[src/rtl/pipeline_muldiv.sv]
// HI/LO multiply/divide unit behind the ALU stage: pipelined multiplier, iterative
// restoring divider, and the HI/LO registers read by mfhi/mflo.
//
// state    | meaning
// IDLE     | no mult/div in flight; HI/LO stable
// MUL      | product travelling down the multiply pipeline
// DIV_ITER | restoring divide retiring DIV_BITS quotient bits per cycle
// DIV_FIX  | magnitudes done; apply result signs and write HI/LO
module pipeline_muldiv #(
    parameter int XLEN       = 32,
    parameter int MUL_STAGES = 2,
    parameter int DIV_BITS   = 1
) (
    input  logic            clk,
    input  logic            rst,
    input  logic            enable,
    input  logic [5:0]      op,
    input  logic [XLEN-1:0] a0,
    input  logic [XLEN-1:0] a1,
    input  logic            flush,
    output logic [XLEN-1:0] hi,
    output logic [XLEN-1:0] lo,
    output logic            busy,
    output logic            done,
    output logic            issue_err
);

    localparam logic [5:0] OP_MULT  = 6'b000100;
    localparam logic [5:0] OP_MTHI  = 6'b000101;
    localparam logic [5:0] OP_MTLO  = 6'b000110;
    localparam logic [5:0] OP_MULTU = 6'b000111;
    localparam logic [5:0] OP_DIV   = 6'b001000;
    localparam logic [5:0] OP_DIVU  = 6'b001001;

    localparam int DIV_ITERS = XLEN / DIV_BITS;
    localparam int PIPE      = (MUL_STAGES > 1) ? MUL_STAGES - 1 : 1;
    localparam int MCW       = $clog2(PIPE) + 1;
    localparam int DCW       = $clog2(DIV_ITERS) + 1;

    typedef enum logic [1:0] {IDLE, MUL, DIV_ITER, DIV_FIX} state_t;

    state_t              state, state_nxt;
    logic                is_mul, is_div, is_mthi, is_mtlo, op_sgn;
    logic                accept, abort, mul_wr, div_wr, err_nxt;
    logic [MCW-1:0]      mul_cnt;
    logic [2*XLEN-1:0]   mul_pipe [PIPE];
    logic [2*XLEN-1:0]   ext_a0, ext_a1, prod_now, mul_out;
    logic [XLEN-1:0]     a0_abs, a1_abs, div_rem, div_quo, div_dvs, q_fix, r_fix;
    logic                q_neg, r_neg, div_zero;
    logic [DCW-1:0]      div_cnt;
    logic [2*XLEN-1:0]   step_issue, step_iter;

    // DIV_BITS restoring steps; returns {remainder, quotient/dividend shift register}
    function automatic logic [2*XLEN-1:0] div_step(input logic [XLEN-1:0] r_in,
                                                   input logic [XLEN-1:0] q_in,
                                                   input logic [XLEN-1:0] d);
        logic [XLEN:0]   r;
        logic [XLEN-1:0] q;
        r = {1'b0, r_in};
        q = q_in;
        for (int i = 0; i < DIV_BITS; i++) begin
            r = {r[XLEN-1:0], q[XLEN-1]};
            q = {q[XLEN-2:0], 1'b0};
            if (r >= {1'b0, d}) begin
                r    = r - {1'b0, d};
                q[0] = 1'b1;
            end
        end
        return {r[XLEN-1:0], q};
    endfunction

    always_comb begin
        is_mul     = (op == OP_MULT) || (op == OP_MULTU);
        is_div     = (op == OP_DIV) || (op == OP_DIVU);
        is_mthi    = (op == OP_MTHI);
        is_mtlo    = (op == OP_MTLO);
        op_sgn     = (op == OP_MULT) || (op == OP_DIV);
        ext_a0     = {(op_sgn ? {XLEN{a0[XLEN-1]}} : {XLEN{1'b0}}), a0};
        ext_a1     = {(op_sgn ? {XLEN{a1[XLEN-1]}} : {XLEN{1'b0}}), a1};
        prod_now   = ext_a0 * ext_a1;
        a0_abs     = (op_sgn && a0[XLEN-1]) ? -a0 : a0;
        a1_abs     = (op_sgn && a1[XLEN-1]) ? -a1 : a1;
        mul_out    = (MUL_STAGES == 1) ? prod_now : mul_pipe[PIPE-1];
        step_issue = div_step('0, a0_abs, a1_abs);
        step_iter  = div_step(div_rem, div_quo, div_dvs);
        q_fix      = div_zero ? {XLEN{1'b1}} : (q_neg ? -div_quo : div_quo);
        r_fix      = r_neg ? -div_rem : div_rem;
    end

    always_ff @(posedge clk) begin
        if (rst) state <= IDLE;
        else     state <= state_nxt;
    end

    // flush frees the unit in the same cycle, so a simultaneous issue is accepted
    always_comb begin
        state_nxt = state;
        if (accept) begin
            if (is_mul) state_nxt = (MUL_STAGES == 1) ? IDLE : MUL;
            else        state_nxt = (DIV_ITERS == 1) ? DIV_FIX : DIV_ITER;
        end else if (abort) begin
            state_nxt = IDLE;
        end else begin
            case (state)
                MUL:      if (mul_cnt == '0) state_nxt = IDLE;
                DIV_ITER: if (div_cnt == DCW'(1)) state_nxt = DIV_FIX;
                DIV_FIX:  state_nxt = IDLE;
                default:  state_nxt = state;
            endcase
        end
    end

    always_comb begin
        busy    = (state != IDLE);
        abort   = flush || (enable && (is_mthi || is_mtlo));
        accept  = enable && (is_mul || is_div) && (!busy || flush);
        err_nxt = enable && (is_mul || is_div) && busy && !flush;
        mul_wr  = ((state == MUL) && (mul_cnt == '0) && !abort) ||
                  ((MUL_STAGES == 1) && accept && is_mul);
        div_wr  = (state == DIV_FIX) && !abort;
    end

    always_ff @(posedge clk) begin
        if (rst) begin
            hi        <= '0;
            lo        <= '0;
            done      <= 1'b0;
            issue_err <= 1'b0;
            mul_cnt   <= '0;
            for (int i = 0; i < PIPE; i++) mul_pipe[i] <= '0;
            div_rem   <= '0;
            div_quo   <= '0;
            div_dvs   <= '0;
            div_cnt   <= '0;
            q_neg     <= 1'b0;
            r_neg     <= 1'b0;
            div_zero  <= 1'b0;
        end else begin
            done      <= mul_wr || div_wr;
            issue_err <= err_nxt;
            if (mul_wr) {hi, lo} <= mul_out;
            if (div_wr) begin
                hi <= r_fix;
                lo <= q_fix;
            end
            // move-to writes land after any completing result
            if (enable && is_mthi) hi <= a0;
            if (enable && is_mtlo) lo <= a0;

            for (int i = 1; i < PIPE; i++) mul_pipe[i] <= mul_pipe[i-1];
            if (accept && is_mul) begin
                mul_pipe[0] <= prod_now;
                mul_cnt     <= MCW'(PIPE - 1);
            end else if ((state == MUL) && (mul_cnt != '0)) begin
                mul_cnt <= mul_cnt - MCW'(1);
            end

            if (accept && is_div) begin
                {div_rem, div_quo} <= step_issue;
                div_dvs  <= a1_abs;
                q_neg    <= op_sgn && (a0[XLEN-1] ^ a1[XLEN-1]);
                r_neg    <= op_sgn && a0[XLEN-1];
                div_zero <= (a1 == '0);
                div_cnt  <= DCW'(DIV_ITERS - 1);
            end else if (state == DIV_ITER) begin
                {div_rem, div_quo} <= step_iter;
                div_cnt <= div_cnt - DCW'(1);
            end
        end
    end

endmodule
[config.mk]
export PLATFORM = sky130hd
export DESIGN_NAME = pipeline_muldiv
export DESIGN_NICKNAME = d
export VERILOG_FILES = /design/src/rtl/pipeline_muldiv.sv
export SDC_FILE = /design/constraint.sdc
export NUM_CORES = 2
export LEC_CHECK = 0
export ABC_AREA = 1
export CAP_MARGIN = 20
export CORE_MARGIN = 4
export CORE_UTILIZATION = 35
export CTS_CLUSTER_DIAMETER = 150
export CTS_CLUSTER_SIZE = 30
export DETAILED_ROUTE_END_ITERATION = 16
export GPL_TIMING_DRIVEN = 0
export HOLD_SLACK_MARGIN = 0.06
export SLEW_MARGIN = 20
export SYNTH_ARGS = -nofsm -noshare
export SYNTH_HDL_FRONTEND = slang
export SYNTH_SLANG_ARGS = --single-unit
[constraint.sdc]
create_clock -name clk -period 39.4 [get_ports clk]
set_clock_uncertainty 0.2 [all_clocks]
set_input_delay 11.82 -clock clk [delete_from_list [all_inputs] [get_ports clk]]
set_output_delay 11.82 -clock clk [all_outputs]
set_load 0.05 [all_outputs]
Yosys cells after proc, flatten, opt, wreduce, memory -nomap -nowiden. Memories as Yosys holds them, arrays and structs flattened. Index checks and enable logic that the tools add are counted. Widths: inputs -> output; s select.

Flip-flop bits (word level): 174. Latch bits: 0. RAM bits: 64. Bits in read-only memories: 0. Input bits: 74. Output and inout port bits: 67. Logic and storage cells: 113. Memories kept: 1.

Add/subtract/negate cells: 8. $mul: 1. Divide/modulo/power cells: 0. Order comparisons: 2. Equal/unequal tests: 12. Shifts and indexed selects: 0. Multiplexer cells: 36. Bitwise operators: 2. Reduce and logical (&&, ||, !) cells: 37.

Memory list: mul_pipe (depth 1, width 64, rd ports 1, clocked after memory_dff 0, write ports 1, RTL line 46) `logic [2*XLEN-1:0] mul_pipe [PIPE];`.

Operators with widths (count): $mux 32 (19); $neg 32->32 (4); $mul 64x64->64 (1); $mux 64 (1); $reduce_or 64->1 (1); $ge 33x32->1 (1); $ge 1x32->1 (1); $logic_not 32->1 (1); $sub 1x32->32 (1); $sub 32x32->32 (1); $eq 6x3->1 const B (4); $logic_and 1x1->1 (16); $eq 6x4->1 const B (2); $mux 2 (5); $mux 5 (2); $logic_or 1x1->1 (8); $mux 1 (8); $ne 4x4->1 const B (2); $eq 6x1->1 const B (1); $pmux 2 s3 (1); $reduce_bool 3->1 (2); $sub 6x1->6 const B (1); $reduce_bool 5->1 (1); $eq 2x2->1 const B (2); other kinds (8) (12).

Depth between registers and ports, before layout.
Depth in word-level cells: 11. Depth in mapped cells: 45. Gate-level depth less buffers: 44.

Worst setup path after synthesis. No wires, ideal clock.

Kind: input-to-reg. From: input op[3]. To: memory mul_pipe[0][63] (netlist name) (data pin). Setup time: 0.268 ns. Data arrival time: 20.525 ns. Data required time: 38.932 ns. Path slack: 18.407 ns. Stages: 37. Path buffers: 3. Path through: inv_1 -> nor2_1 -> nand3_1 -> nand2_2 -> inv_1 -> clkbuf_1 -> clkbuf_1 -> buf_1 -> nor2_1 -> fa_1 -> inv_1 -> fa_1 -> inv_1 -> fa_1 -> fa_1 -> fa_1 -> inv_1 -> fa_1 -> inv_1 -> fa_1 -> inv_1 -> fa_1 -> inv_1 -> fa_1 -> inv_1 -> fa_1 -> inv_1 -> ha_1 -> nand2_1 -> nor3_1 -> nand2_1 -> nor2_1 -> and3_1 -> a221oi_1 -> inv_1 -> nand2_1 -> a21oi_1.

Longest elaborated chain between the ends: 11. Elaborated cells between the ends (all ways): 19. Those cells by class: mul: 1; eq/ne: 4; mux: 6; reduce/logical: 8.

Ends and longest elaborated chain: from (decl) (RTL line 17) `input logic [5:0] op,`; parallel branches: the longest is 10 deep, another holds $mul 64x64->64; $mux 64 (no line) (*); to (decl) (RTL line 46).

Mark *: on every way between the ends.

Worst setup path after layout.
From: input op[0]. To: memory mul_pipe[0][53] (netlist name) (data pin).

Same word-level chain as after synthesis.

==> results by stage <==
Outcome:
- The run finished with clean final reports.

Yosys:
- The proportion of synthesized flip-flops having asynchronous set or reset is 0%.
- The share of synthesized area in the top cell type comes to 43.6%.
- Sequential cells were found to cover 8.29% of the synthesized design area.
- The commonest register cell after synthesis is sky130_fd_sc_hd__dfxtp_1.
- The netlist uses 62 different library cells.
- The post-synthesis net count is 10200.
- The number of cells produced by synthesis is 8396.
- The leading area contributor after synthesis is sky130_fd_sc_hd__fa_1.
- Ranked by total cell area, the synthesized netlist is headed by sky130_fd_sc_hd__fa_1 44%, sky130_fd_sc_hd__inv_1 14%, sky130_fd_sc_hd__nand2_1 11%, sky130_fd_sc_hd__ha_1 6.8%, sky130_fd_sc_hd__dfxtp_1 5.3%.
- After synthesis the cells add up to 0.0652 mm².
- In this run, synthesis produced a sequential element count of 238.
- The Yosys step of the flow raised 0 warnings.
- Averaged over all synthesized cells, the footprint is 7.77 µm².
- The synthesized design contains 64 enable-type register cells.

Route:
- Once detail routing completed, the nets flagged for antenna violations numbered 0.
- In this run, the number of DRC markers left after iteration 0 of detailed routing was 5439.
- The post-detailed-route via-to-cell ratio is 5.13.
- The pre-antenna-repair detailed-routing pass consisted of 9 iterations.
- The final route contains 56500 vias.
- The DRC violations left is 0.
- Dividing the detail-routed wire length by the instance count gives 25.9 µm.
- The routed design has 286000 µm of wire.

Clock network:
- The number of gates resized after cts is 0.
- The clock transition time at the flip-flop clock pins of the worst setup and hold paths is 0.13 ns.
- The number of clock buffers added by TritonCTS is 11.
- The clock passes through at most 3 buffers.
- After clock tree synthesis, the setup repair step added 0 buffers.
- The depth of the CTS H-tree is 1.
- The hold-fix buffer count after cts is 0.
- The clock tree from TritonCTS is yes.
- The number of sinks driven by the clock tree is 238.
- In this run the clock root is driven by a sky130_fd_sc_hd__clkbuf_16.
- The clock reaches the later pin of the worst-skew pair after 0.51 ns.

Placement:
- Once placement finished, the instance area stood at 0.0696 mm².
- The congestion estimate from routability-driven global placement came to 1.02.
- Once detailed placement completed, the half-perimeter wirelength came to 246000 µm.
- Input and output buffers added on the ports amount to 92.
- Prior to clock tree synthesis, the placed netlist has a worst setup slack of 14.56 ns.

Timing:
- In the post-route analysis, the smallest setup slack over all paths is 14.96 ns.
- For the pin with the worst max-slew slack, the measured transition is 1.27 ns.
- In this run the tightest slew margin relative to its limit is 15.4%.
- The number of slew-limit violations in the final report was 0.
- The hold violation total from the final report is 0.
- The worst path uses 62.0% of the clock period.
- The setup-violating endpoint count in the final report is 0.
- Derived from the worst setup path, the maximum achievable clock frequency is 40.9 MHz.
- The smallest clock period supported by the final layout is computed as 24.44 ns.
- Setup repair after global routing left no endpoint under its margin.
- Adding up every negative setup slack in the final design gives 0 ns.

Critical path:
- The highest cell delay on the worst timing path is 0.94 ns.
- Data on the critical path arrives at its endpoint at 24.48 ns.
- The data required time of the worst path is 39.44 ns.
- The highest-delay cell along the critical path is sky130_fd_sc_hd__fa_1.
- Counting stages on the worst path, the most repeated cell is sky130_fd_sc_hd__fa_1.
- The critical path depth is 37.
- The cell family with the largest share of critical-path delay is adder cells.
- STA classifies the critical path endpoint as a flip-flop.
- The startpoint type of the worst setup path is an input port.
- Together, buffers and inverters on the worst path number 13.
- In this run the worst path has a maximum fanout of 10.
- The depth of the worst register-to-register path is 12.
- The critical path is of the in2reg type.

Cells and area:
- Measured on the finished design, the core utilization comes to 37.7%.
- The post-route cell area is 0.0700 mm².
- In the final layout, flip-flops and latches occupy 0.00541 mm².
- The fraction of final layout cells sized beyond drive strength 1 is 2.55%.
- Leaving out fill and tap cells, the most frequent cells in the layout are 2423 x sky130_fd_sc_hd__inv_1, 1828 x sky130_fd_sc_hd__nand2_1, 1419 x sky130_fd_sc_hd__fa_1.
- The layout-stage area growth over the synthesis result is 7.29%.
- The library cell used most frequently in the layout, excluding fill and tap cells, is sky130_fd_sc_hd__inv_1.
- The total of fill cells in the finished design is 19700.
- The multi-input combinational cells in the finished layout cover a total of 0.0492 mm².
- The final-stage net count is 10400.

Run:
- Max-cap violations in this run came to 0.

GRT:
- The first global-routing pass estimated 414000 µm of wire.
- The pin count of the biggest net entering global routing is 57.
- Global routing finished with a remaining overflow of 0.
- After global routing, the most crowded layer is met2.
- The number of global-route vias before repair was 58700.
- The initial antenna violation count is 11.
- Global routing used 6.36% of the available met3 tracks.
- The met2 global-route usage is 47.3%.
- Global routing used 29.8% of the available tracks across all layers.
- The met1 usage is 37.6%.

Floorplanning:
- During I/O placement, the number of pins put on the boundary was 141.
- The number of standard-cell rows in the floorplan is 158.
- The height of the die is 440 µm.
- The total area inside the core boundary comes to 0.185 mm².
- From left edge to right edge, the die measures 440 µm.
- The area of the die is 0.193 mm².
- The starting density of the core is 35.2%.

Hold path:
- The path class of the lowest-slack min-delay path is reg2reg.
- The worst hold path was traced through 2 stages.
==> metal layers <==
| layer | share of wire, % | up-vias |
|---|---|---|
| met3 | 9.5 | 661 |
| li1 | - | 24500 |
| met2 | 45 | 2824 |
| met1 | 38 | 28500 |
| met4 | 7.5 | 10 |
| met5 | 0.020 | - |
==> metrics by stage <==
| step | std cells | hold slack, ns |
|---|---|---|
| floorplan | 8396 | 0.233 |
| global placement | 11000 | 0.250 |
| detailed placement | 11000 | 0.261 |
| CTS | 11000 | 0.273 |
| global route | 11000 | 0.323 |
| finish | 11000 | 0.276 |
==> worst reg2reg max path, stage by stage (launching register included) <==
cell and delay, ns:
sky130_fd_sc_hd__dfxtp_1 0.38, sky130_fd_sc_hd__inv_1 0.13, sky130_fd_sc_hd__ha_1 0.19, sky130_fd_sc_hd__nand3_1 0.16, sky130_fd_sc_hd__nor2_1 0.19, sky130_fd_sc_hd__nand2_1 0.10
sky130_fd_sc_hd__inv_1 0.09, sky130_fd_sc_hd__nand3_1 0.09, sky130_fd_sc_hd__o21ai_0 0.51, sky130_fd_sc_hd__o21ai_0 0.35, sky130_fd_sc_hd__o21ai_0 0.66, sky130_fd_sc_hd__o211ai_1 0.26
sky130_fd_sc_hd__a31oi_1 0.20
==> cell type report <==
cell class	instances	share of cell area, %
Antenna cell	9	0.0322
Clock buffer	16	0.434
Tap cell	2480	4.43
Multi-Input combinational cell	5349	70.3
Timing Repair Buffer	110	1.79
Sequential cell	238	7.72
Buffer	369	2.21
Inverter	2440	13.1
==> logic make-up (layout without fill, tap and decap cells) <==
kind of cell | after synthesis | count (layout) | synth area share (%)
compound gates | 721 | 721 | 6.27
xor+xnor | 120 | 120 | 1.61
fa+ha+maj | 1773 | 1773 | 50.3
buf+inv | 2809 | 2935 | 16.3
flops | 238 | 238 | 8.29
other cells | 0 | 9 | 0
simple gates | 2735 | 2735 | 17.1
==> path summary, 6_finish.rpt <==
path	startpoint	end	slack, ns
worst max-delay path	op[0]	mul_pipe[0][53]	14.96
worst max register to register	div_quo[0]	lo[22]	35.84
worst min register to register	div_dvs[4]	div_dvs[4]	0.28
worst min-delay path	div_dvs[4]	div_dvs[4]	0.28
==> sequential cells by signal, summed over array words and instances, names as in the netlist, 2 cells and up <==
signal	count
lo	32
div_dvs	32
div_rem	32
div_cnt	6
state	2
hi	32
div_quo	32
mul_pipe	64
==> cell usage after synthesis, types with 5 or more instances <==
| library cell | number |
|---|---|
| sky130_fd_sc_hd__or2_2 | 38 |
| sky130_fd_sc_hd__nand2_2 | 5 |
| sky130_fd_sc_hd__a221oi_1 | 12 |
| sky130_fd_sc_hd__edfxtp_1 | 64 |
| sky130_fd_sc_hd__buf_1 | 82 |
| sky130_fd_sc_hd__nor2_4 | 5 |
| sky130_fd_sc_hd__ha_1 | 354 |
| sky130_fd_sc_hd__o22ai_1 | 9 |
| sky130_fd_sc_hd__nand2_1 | 1830 |
| sky130_fd_sc_hd__and3_1 | 5 |
| sky130_fd_sc_hd__inv_1 | 2424 |
| sky130_fd_sc_hd__o21bai_1 | 14 |
| sky130_fd_sc_hd__xor2_1 | 68 |
| sky130_fd_sc_hd__a31oi_1 | 73 |
| sky130_fd_sc_hd__o21ai_1 | 12 |
| sky130_fd_sc_hd__nor3_1 | 43 |
| sky130_fd_sc_hd__nor2_2 | 10 |
| sky130_fd_sc_hd__a21oi_1 | 273 |
| sky130_fd_sc_hd__nand3_2 | 13 |
| sky130_fd_sc_hd__fa_1 | 1419 |
| sky130_fd_sc_hd__buf_6 | 9 |
| sky130_fd_sc_hd__nand3_1 | 238 |
| sky130_fd_sc_hd__buf_2 | 26 |
| sky130_fd_sc_hd__clkbuf_1 | 250 |
| sky130_fd_sc_hd__nor2_1 | 463 |
| sky130_fd_sc_hd__o211ai_1 | 27 |
| sky130_fd_sc_hd__o21ai_0 | 231 |
| sky130_fd_sc_hd__xnor2_1 | 52 |
| sky130_fd_sc_hd__o221ai_1 | 25 |
| sky130_fd_sc_hd__nand3b_1 | 20 |
| sky130_fd_sc_hd__a21o_1 | 14 |
| sky130_fd_sc_hd__o21a_1 | 7 |
| sky130_fd_sc_hd__dfxtp_1 | 174 |
| sky130_fd_sc_hd__nand4_1 | 37 |
| sky130_fd_sc_hd__nor4_1 | 13 |
| sky130_fd_sc_hd__inv_2 | 14 |
Power is left out: the tool's default activity adds up to more than one toggle a clock period on the data nets, which glitch-free logic cannot reach.
